`config.mk`:
```
export PLATFORM = sky130hd
export DESIGN_NAME = ball_motion
export DESIGN_NICKNAME = d
export VERILOG_FILES = /design/src/rtl/pong_pkg.sv /design/src/rtl/pong_score_counter.sv /design/src/rtl/ball_motion.sv
export SDC_FILE = /design/constraint.sdc
export NUM_CORES = 1
export LEC_CHECK = 0
export ABC_AREA = 1
export BUFFER_PORTS_ARGS = -buffer_cell sky130_fd_sc_hd__buf_2
export CAP_MARGIN = 10
export CORE_MARGIN = 10
export CORE_UTILIZATION = 35
export CTS_CLUSTER_DIAMETER = 200
export DETAILED_ROUTE_END_ITERATION = 10
export PLACE_DENSITY = 0.54
export SKIP_CTS_REPAIR_TIMING = 1
export SKIP_LAST_GASP = 1
export SLEW_MARGIN = 10
export SYNTH_ARGS = -nofsm -noshare
export SYNTH_HDL_FRONTEND = slang
export SYNTH_SLANG_ARGS = --single-unit
```
`constraint.sdc`:
```
create_clock -name clk -period 7.4 [get_ports clk]
set_input_delay 1.11 -clock clk [delete_from_list [all_inputs] [get_ports clk]]
set_output_delay 1.11 -clock clk [all_outputs]
set_load 0.05 [all_outputs]
```
`src/rtl/pong_pkg.sv`:
```
// Shared Pong geometry, game constants and ball state encoding.
// Latency: n/a (package only).
// Backpressure: n/a (package only).
//
// Contents: screen and paddle geometry, ball speed and serve timing,
// ball_state_t (also decoded by the paddles block), and a paddle overlap helper.
package pong_pkg;

  localparam int SCREEN_W    = 640;
  localparam int SCREEN_H    = 480;
  localparam int BALL_SIZE   = 8;
  localparam int SPEED       = 2;
  localparam int PADDLE_W    = 8;
  localparam int PADDLE_H    = 64;
  localparam int PLAYER_X    = 16;
  localparam int AI_X        = 616;
  localparam int SERVE_TICKS = 60;
  localparam int WIN_SCORE   = 7;

  typedef enum logic [1:0] {
    ST_SERVE     = 2'd0,
    ST_PLAY      = 2'd1,
    ST_SCORED    = 2'd2,
    ST_GAME_OVER = 2'd3
  } ball_state_t;

  localparam logic signed [11:0] BALL_S     = 12'(BALL_SIZE);
  localparam logic signed [11:0] HALF_PAD_S = 12'(PADDLE_H / 2);

  // Vertical overlap of the ball square with a paddle given its centre y.
  // Signed so a paddle centred near the top (centre - half height < 0)
  // still compares correctly.
  function automatic logic paddle_overlap(input logic [9:0] ball_y,
                                          input logic [9:0] paddle_y);
    logic signed [11:0] by;
    logic signed [11:0] py;
    by = $signed({2'b00, ball_y});
    py = $signed({2'b00, paddle_y});
    return ((by + BALL_S) > (py - HALF_PAD_S)) && (by < (py + HALF_PAD_S));
  endfunction

endpackage

```
`src/rtl/pong_score_counter.sv`:
```
// Saturating 4-bit score counter with win-flag.
// Latency: score updates the cycle after incr/clear.
// Backpressure: none; incr is ignored once the score has reached WIN.
//
// Ports: clk, reset (sync, active-high), clear (sync zero), incr (add one),
//        score (current count), at_win (score equals WIN).
module pong_score_counter
  import pong_pkg::*;
#(
  parameter int WIN = WIN_SCORE
) (
  input  logic       clk,
  input  logic       reset,
  input  logic       clear,
  input  logic       incr,
  output logic [3:0] score,
  output logic       at_win
);

  localparam logic [3:0] WIN_VAL = 4'(WIN);

  assign at_win = (score == WIN_VAL);

  always_ff @(posedge clk) begin
    if (reset || clear) begin
      score <= 4'd0;
    end else if (incr && !at_win) begin
      score <= score + 4'd1;
    end
  end

endmodule

```
`src/rtl/ball_motion.sv`:
```
// Pong ball engine: position/direction, wall and paddle bounce, scoring, serve and game-over.
// Latency: all outputs registered; motion shows up the cycle after a move_tick.
// Backpressure: none; move_tick is a strobe and state holds between strobes.
//
// Ports: clk, reset (sync, active-high), move_tick (motion strobe), start (leave GAME_OVER),
//        player_paddle_y / ai_paddle_y (paddle centres), ball_pos_x / ball_pos_y (top-left),
//        ball_state, ball_dir_x (1=right), ball_dir_y (1=down), paddle_hit / player_point /
//        ai_point (one-cycle pulses), player_score / ai_score.
module ball_motion
  import pong_pkg::*;
(
  input  logic       clk,
  input  logic       reset,
  input  logic       move_tick,
  input  logic       start,
  input  logic [9:0] player_paddle_y,
  input  logic [9:0] ai_paddle_y,
  output logic [9:0] ball_pos_x,
  output logic [9:0] ball_pos_y,
  output logic [1:0] ball_state,
  output logic       ball_dir_x,
  output logic       ball_dir_y,
  output logic       paddle_hit,
  output logic       player_point,
  output logic       ai_point,
  output logic [3:0] player_score,
  output logic [3:0] ai_score
);

  localparam int CNT_W = $clog2(SERVE_TICKS);

  localparam logic [9:0]  CENTRE_X   = 10'((SCREEN_W - BALL_SIZE) / 2);
  localparam logic [9:0]  CENTRE_Y   = 10'((SCREEN_H - BALL_SIZE) / 2);
  localparam logic [9:0]  Y_BOTTOM10 = 10'(SCREEN_H - BALL_SIZE);
  localparam logic [9:0]  FACE_L10   = 10'(PLAYER_X + PADDLE_W);
  localparam logic [9:0]  FACE_R10   = 10'(AI_X - BALL_SIZE);
  localparam logic [9:0]  STEP10     = 10'(SPEED);
  localparam logic [10:0] Y_BOTTOM   = 11'(SCREEN_H - BALL_SIZE);
  localparam logic [10:0] FACE_L     = 11'(PLAYER_X + PADDLE_W);
  localparam logic [10:0] FACE_R     = 11'(AI_X);
  localparam logic [10:0] X_LIMIT    = 11'(SCREEN_W);
  localparam logic [10:0] STEP       = 11'(SPEED);
  localparam logic [10:0] BALL       = 11'(BALL_SIZE);
  localparam logic [CNT_W-1:0] SERVE_LAST = CNT_W'(SERVE_TICKS - 1);

  ball_state_t      state, state_nxt;
  logic [CNT_W-1:0] serve_cnt, serve_cnt_nxt;
  logic [9:0]       pos_x_nxt, pos_y_nxt;
  logic             dir_x_nxt, dir_y_nxt;
  logic             hit_nxt, player_point_nxt, ai_point_nxt;
  logic             player_incr, ai_incr, score_clear;
  logic             player_at_win, ai_at_win;

  // 11-bit views so x+size+speed and y+speed never wrap.
  logic [10:0] x_ext, y_ext, x_right;
  logic        player_ovl, ai_ovl;

  assign x_ext      = {1'b0, ball_pos_x};
  assign y_ext      = {1'b0, ball_pos_y};
  assign x_right    = x_ext + BALL;
  // Overlap is judged on the pre-move y, so the hit decision is independent
  // of the wall bounce taken on the same tick.
  assign player_ovl = paddle_overlap(ball_pos_y, player_paddle_y);
  assign ai_ovl     = paddle_overlap(ball_pos_y, ai_paddle_y);

  assign ball_state = state;

  always_comb begin
    state_nxt        = state;
    serve_cnt_nxt    = serve_cnt;
    pos_x_nxt        = ball_pos_x;
    pos_y_nxt        = ball_pos_y;
    dir_x_nxt        = ball_dir_x;
    dir_y_nxt        = ball_dir_y;
    hit_nxt          = 1'b0;
    player_point_nxt = 1'b0;
    ai_point_nxt     = 1'b0;
    player_incr      = 1'b0;
    ai_incr          = 1'b0;
    score_clear      = 1'b0;

    unique case (state)
      ST_SERVE: begin
        if (move_tick) begin
          if (serve_cnt == SERVE_LAST) begin
            state_nxt     = ST_PLAY;
            serve_cnt_nxt = '0;
          end else begin
            serve_cnt_nxt = serve_cnt + CNT_W'(1);
          end
        end
      end

      ST_PLAY: begin
        if (move_tick) begin
          // Vertical: clamp to the wall and reflect.
          if (ball_dir_y) begin
            if (y_ext + STEP >= Y_BOTTOM) begin
              pos_y_nxt = Y_BOTTOM10;
              dir_y_nxt = 1'b0;
            end else begin
              pos_y_nxt = ball_pos_y + STEP10;
            end
          end else if (y_ext <= STEP) begin
            pos_y_nxt = '0;
            dir_y_nxt = 1'b1;
          end else begin
            pos_y_nxt = ball_pos_y - STEP10;
          end

          // Horizontal: a deflection only happens when this step would cross
          // the paddle face; once past the face the ball runs to the edge.
          if (!ball_dir_x) begin
            if (x_ext > FACE_L && x_ext - STEP <= FACE_L && player_ovl) begin
              pos_x_nxt = FACE_L10;
              dir_x_nxt = 1'b1;
              hit_nxt   = 1'b1;
            end else if (x_ext < STEP) begin
              ai_point_nxt = 1'b1;
              ai_incr      = 1'b1;
              state_nxt    = ST_SCORED;
            end else begin
              pos_x_nxt = ball_pos_x - STEP10;
            end
          end else begin
            if (x_right < FACE_R && x_right + STEP >= FACE_R && ai_ovl) begin
              pos_x_nxt = FACE_R10;
              dir_x_nxt = 1'b0;
              hit_nxt   = 1'b1;
            end else if (x_right + STEP > X_LIMIT) begin
              player_point_nxt = 1'b1;
              player_incr      = 1'b1;
              state_nxt        = ST_SCORED;
            end else begin
              pos_x_nxt = ball_pos_x + STEP10;
            end
          end
        end
      end

      ST_SCORED: begin
        // Scores already carry the new point here. dir_x is left alone: the
        // ball was travelling toward the side that conceded, which is where
        // the next serve goes.
        pos_x_nxt = CENTRE_X;
        pos_y_nxt = CENTRE_Y;
        if (player_at_win || ai_at_win) begin
          state_nxt = ST_GAME_OVER;
        end else begin
          state_nxt     = ST_SERVE;
          serve_cnt_nxt = '0;
        end
      end

      ST_GAME_OVER: begin
        pos_x_nxt = CENTRE_X;
        pos_y_nxt = CENTRE_Y;
        if (start) begin
          score_clear   = 1'b1;
          serve_cnt_nxt = '0;
          state_nxt     = ST_SERVE;
        end
      end

      default: state_nxt = ST_SERVE;
    endcase
  end

  always_ff @(posedge clk) begin
    if (reset) begin
      state        <= ST_SERVE;
      serve_cnt    <= '0;
      ball_pos_x   <= CENTRE_X;
      ball_pos_y   <= CENTRE_Y;
      ball_dir_x   <= 1'b1;
      ball_dir_y   <= 1'b1;
      paddle_hit   <= 1'b0;
      player_point <= 1'b0;
      ai_point     <= 1'b0;
    end else begin
      state        <= state_nxt;
      serve_cnt    <= serve_cnt_nxt;
      ball_pos_x   <= pos_x_nxt;
      ball_pos_y   <= pos_y_nxt;
      ball_dir_x   <= dir_x_nxt;
      ball_dir_y   <= dir_y_nxt;
      paddle_hit   <= hit_nxt;
      player_point <= player_point_nxt;
      ai_point     <= ai_point_nxt;
    end
  end

  pong_score_counter #(.WIN(WIN_SCORE)) u_player_score (
    .clk    (clk),
    .reset  (reset),
    .clear  (score_clear),
    .incr   (player_incr),
    .score  (player_score),
    .at_win (player_at_win)
  );

  pong_score_counter #(.WIN(WIN_SCORE)) u_ai_score (
    .clk    (clk),
    .reset  (reset),
    .clear  (score_clear),
    .incr   (ai_incr),
    .score  (ai_score),
    .at_win (ai_at_win)
  );

endmodule

```
Yosys cells after proc, flatten, opt, wreduce, memory -nomap -nowiden. Index checks and enable logic that the tools add are counted. W data, S select, Z words.

Muxes and demuxes: 48. Equality and inequality tests: 17. $lt $le $gt $ge: 12. Reduce and logical (&&, ||, !) cells: 22. Bitwise gates (word level): 2. $add $sub $neg: 16.

Operators by type and width (number): $mux W10 (10); $pmux W10 S2 (2); $gt A12 B11 Y1 (2); $mux W6 (4); $add A10 B4 Y11 const B (2); $add A10 B6 Y11 const B (2); $lt A10 B11 Y1 (2); $sub A10 B6 Y11 const B (2); $add A10 B2 Y10 const B (2); $mux W1 (20); $mux W2 (10); $sub A10 B2 Y10 const B (2); $pmux W6 S3 (1); $ne A3 B3 Y1 const B (4); $add A10 B2 Y11 const B (1); $add A11 B2 Y11 const B (1); $ge A11 B10 Y1 const B (1); $ge A11 B9 Y1 const B (1); $gt A11 B10 Y1 const B (1); $le A11 B5 Y1 const B (1); $lt A11 B10 Y1 const B (1); $sub A10 B2 Y11 const B (1); $gt A10 B5 Y1 const B (1); $le A10 B2 Y1 const B (1); 22 further kinds (42).

Word-level logic and storage cells: 128. Input port bits: 24. Output and inout bits: 35. Flip-flop bits (word level): 41.

Depth between registers and ports, before layout.
Word-level depth: 10. Depth in mapped cells: 21. Depth with buffers taken out: 20.

Cells and area by module. From an unflattened synthesis, not the netlist that was laid out.

Cell total of the unflattened synthesis: 714. Area, all modules: 4379.2 µm².

Modules (own cells, without submodules): ball_motion (area an instance 3971.3 µm², sequential area each 620.6 µm², instances 1, cells an instance 654); pong_score_counter (area an instance 203.9 µm², sequential area each 80.1 µm², instances 2, cells an instance 30).

Worst setup path after synthesis. Ideal clock, no wire load.

Kind: input to register. Start: input port player_paddle_y[5]. End: register ball_pos_x[5]. Required time: 7.274 ns. Buffers on the path: 1. Stages on the path: 15. Path slack: 4.275 ns. Arrival time: 2.999 ns. Library setup time: 0.126 ns. Cells stage by stage: inv_1 -> ha_1 -> inv_1 -> ha_1 -> nand2_1 -> or3b_2 -> nor3_1 -> nor2_1 -> nand3_1 -> nand4_1 -> nand3_2 -> buf_6 -> nand2_1 -> nand2_1 -> nand2_1.

Cells in the longest elaborated chain, start to end: 8. Elaborated cells on any way between the ends: 12. Those cells by class: add/sub (2); order compare (2); eq/ne (1); mux (4); reduce/logical (3).

Ends and longest elaborated chain: start: declaration (line ball_motion.sv:16) `input logic [9:0] player_paddle_y,`; $sub A10 B6 Y11 or $add A10 B6 Y11 (tied branches) (line pong_pkg.sv:39) `return ((by + BALL_S) > (py - HALF_PAD_S)) && (by < (py + HALF_PAD_S));`; $gt A12 B11 Y1 or $lt A10 B11 Y1 (tied branches) (line pong_pkg.sv:39); $logic_and A1 B1 Y1 (*) (line pong_pkg.sv:39); $logic_and A1 B1 Y1 (*) (line ball_motion.sv:114) `if (x_ext > FACE_L && x_ext - STEP <= FACE_L && player_ovl) begin`; $mux W10 (line ball_motion.sv:114); $mux W10 (line ball_motion.sv:113) `if (!ball_dir_x) begin`; $mux W10 (line ball_motion.sv:95) `if (move_tick) begin`; $pmux W10 S2 (line ball_motion.sv:82) `unique case (state)`; end signal: assignment (line ball_motion.sv:183) `ball_pos_x <= pos_x_nxt;`; end: declaration (line ball_motion.sv:18) `output logic [9:0] ball_pos_x,`.

Every way passes the cells marked *; elsewhere a longest branch is shown, timed or not. The select of a mux whose other input is x is not followed. A chain may end at the register's enable or synchronous reset.

Worst setup path in the final report.
Start: register ball_pos_y[4]. End: register u_player_score.score[2].

Cells in the longest elaborated chain, start to end: 9. Elaborated cells on any way between the ends: 10. Those cells by class: add/sub (1); order compare (2); mux (4); reduce/logical (3).

Ends and longest elaborated chain: start: declaration (line ball_motion.sv:19) `output logic [9:0] ball_pos_y,`; start signal: assignment (line ball_motion.sv:184) `ball_pos_y <= pos_y_nxt;`; $add A10 B4 Y11 (line pong_pkg.sv:39); $gt A12 B11 Y1 (line pong_pkg.sv:39); $logic_and A1 B1 Y1 (*) (line pong_pkg.sv:39); $logic_and A1 B1 Y1 (*) (line ball_motion.sv:126) `if (x_right < FACE_R && x_right + STEP >= FACE_R && ai_ovl) begin`; $mux W1 (*) (line ball_motion.sv:126); $mux W1 (*) (line ball_motion.sv:113); $mux W1 (*) (line ball_motion.sv:95); $mux W1 (*); $logic_and A1 B1 Y1 (*) (line pong_score_counter.sv:27) `end else if (incr && !at_win) begin`; end signal: assignment (line pong_score_counter.sv:28) `score <= score + 4'd1;`; end: declaration (line pong_score_counter.sv:16) `output logic [3:0] score,`.

Every way passes the cells marked *; elsewhere a longest branch is shown, timed or not.

==> results.yml <==
outcome:
  outcome: "finished, final reports clean"
sta:
  skew_ps: 5.22
  slew_headroom_pct: 58.5
  rsz0062_at_grt: "no"
  fin_crit_ps: 3410
  setup_violations: 0
  max_freq_mhz: 293
  worst_pin_slew_ps: 616
  setup_tns_ps: 0
  final_hold_viol_count: 0
  finalCritPeriodShare_pct: 46.1
  drv_slew: 0
yosys:
  yosys_warnings: 0
  ys_seq_area_share_pct: 17.5
  avgSynthCellArea_sq_um: 6.20
  async_reset_ff_share_pct: 0
  synthCells: 719
  synth_edf_count: 0
  synth_cell_type_count: 48
  ys_seq_elements: 39
  synth_largest_area_cell: "dfxtp_1"
  synthTopCellsByArea: "dfxtp_1 (18%), ha_1 (16%), nand2_1 (15%)"
  synth_top_area_share_pct: 17.5
  post_synth_instance_area_sq_um: 4450
  synthFlopType: "dfxtp_1"
route:
  wl_um: 12600
  ant_nets: 0
  drtIter0Drc: 255
  wl_per_cell_um: 13.4
  dr.pass1.iters: 7
  via_per_inst: 4.89
  drc_errors: 0
  vias: 4583
worst_setup_path:
  worstPathCellList: "ha_1 -> nand2_1 -> o21ai_0 -> ha_1 -> a21o_1 -> nor2_1 -> nor2_1 -> nor2_1 -> nand3_1 -> nand2_1 -> nor2_2 -> nand2_4 -> nand3_1 -> nor2_2 -> nand2_1 -> o21ai_1 -> nor2_1"
  cp.required_ps: 7570
  path_class: "flip-flop to flip-flop"
  max_stage_delay_ps: 640
  worst_path_max_delay_cell: "dfxtp_1"
  cp-start-kind: "flip-flop"
  cp.arrival_ps: 3580
  crit_top_cell: "nor2_1"
  crit_fanout: 10
  setup.worst_path.end_class: "flip-flop"
global_routing:
  antenna_found_initial: 0
  overflow: 0
  grt_max_degree: 17
  track_usage_pct: 14.1
  grt_first_pass_wirelength_um: 21200
  grt_pass1_vias: 4434
clock_network:
  worst_skew_pair.late_latency_ps: 280
  clock_path_buffers: 2
  htreeDepth: 2
  clkSinkCount: 39
  cts_tree: "done"
  clk_pin_slew_ps: 60
  clockRootBuffer: "clkbuf_16"
  cts_buffers: 5
die:
  pin_count: 59
  initial_core_util_pct: 35.6
  die_h_um: 133
  die_area_sq_um: 17600
  fp-row-count: 41
  die_w_um: 133
  core_sq_um: 12500
worst_hold_path:
  hp-class: "flip-flop to flip-flop"
place:
  portBuffers: 56
  dp_hpwl_um: 10200
  dp_cells: 929
  globalplace.congestion: 0.894
power:
  leakagePower_uw: 0.00242
  peakVddDrop_mv: 0.0747
  p_per_area_nw_per_um2: 99.1
layout:
  final_common_cell: "nand2_1"
  stdcell_count: 937
  drive_gt1_share_pct: 13.2
  final_cell_mix: "nand2_1 (173), inv_1 (92), nor2_1 (86)"
  area_growth_pct: 12.0
  final_nets: 846
  num_antenna_cells: 0
job:
  maxCapViolCount: 0
[cells by family (layout without fill, tap and decap cells)]
family / after synthesis / count (layout) / share of synthesized area (%)
and+or+nand+nor: 374 / 374 / 37.1
buffers and inverters: 118 / 163 / 11.0
AOI/OAI and AO/OA: 102 / 102 / 12.6
adders and majority gates: 58 / 58 / 16.3
DFF: 39 / 39 / 17.5
xor gates and xnor gates: 27 / 27 / 5.31
other: 1 / 2 / 0.0842
[metrics by stage]
stage	worst slack [ps]	area (sq um)	util [%]	hold WS, ps	power [uW]
after floorplan	4280	4460	-	440	266
after global placement	3930	4840	38.7	447	282
after detailed placement	3860	4840	38.7	470	284
after CTS	4010	4990	39.8	485	499
after global routing	3640	4990	39.8	495	520
final	3990	4990	39.8	482	494
[power by group]
part	switching [uW]	internal (uW)	leakage (uW)	total, uW
Combinational	40.2	26.8	0.00204	67.1
Clock	89.6	126	0.0000664	216
Sequential	0.899	211	0.000315	212
Total	131	364	0.00242	494
[worst max-delay path: cells and delay by family, from the launching register on]
kind | cells | cell delay [ps]
simple gates | 12 | 1150
compound gates | 3 | 850
fa+ha+maj | 2 | 690
flops | 1 | 640
[cells in the mapped netlist (2+ instances only)]
cell      count
inv_1        92
o21ai_1       4
nand3b_1      4
o21ai_0      32
nor3b_1       3
clkbuf_1      4
nand2_1     173
buf_4         4
a31oi_1       2
inv_2         6
nand2_4       2
xnor2_1       7
buf_6         3
ha_1         58
nand4_1      13
nor2_1       86
nor2_2       10
nand2_2      10
nand3_1      55
buf_2         7
xor2_1       20
o211ai_1      2
nor3_1        8
dfxtp_1      39
nand3_2       4
a21oi_1      47
o21a_1        3
[worst paths after layout]
kind                                   start                              endpoint  slack, ps  cells past startpoint
setup / recovery  ball_pos_y[4]$_SDFFE_PP0P_  u_player_score.score[2]$_SDFFE_PP0P_       3990                     17
hold / removal     serve_cnt[5]$_SDFFE_PP0P_             serve_cnt[5]$_SDFFE_PP0P_        480                      1
setup reg to reg  ball_pos_y[4]$_SDFFE_PP0P_  u_player_score.score[2]$_SDFFE_PP0P_       3990                     17
hold reg to reg    serve_cnt[5]$_SDFFE_PP0P_             serve_cnt[5]$_SDFFE_PP0P_        480                      1
[flip-flops by register name, summed over array words and instances, names as in the netlist]
signal / cells
player_point: 1
u_ai_score.score: 4
ball_dir_x: 1
u_player_score.score: 4
ai_point: 1
ball_dir_y: 1
paddle_hit: 1
ball_pos_y: 9
ball_pos_x: 9
serve_cnt: 6
ball_state: 2
[routing by layer]
layer	global-route usage [%]	share of wire, %	vias to the layer above
met5	0	0	-
met4	3.06	0.87	0
met3	2.50	5.8	8
met2	23.0	45	104
met1	18.8	49	2065
li1	-	-	2406
[final cells by class]
cell class,count,area [sq um]
Inverter,98,368
Multi-Input combinational cell,563,3190
Tap cell,172,215
Clock buffer,5,125
Sequential cell,39,781
Timing Repair Buffer,57,288
Fill cell,1382,7530
Clock inverter,3,23.8
No activity file was read; power rests on OpenSTA's default activity.
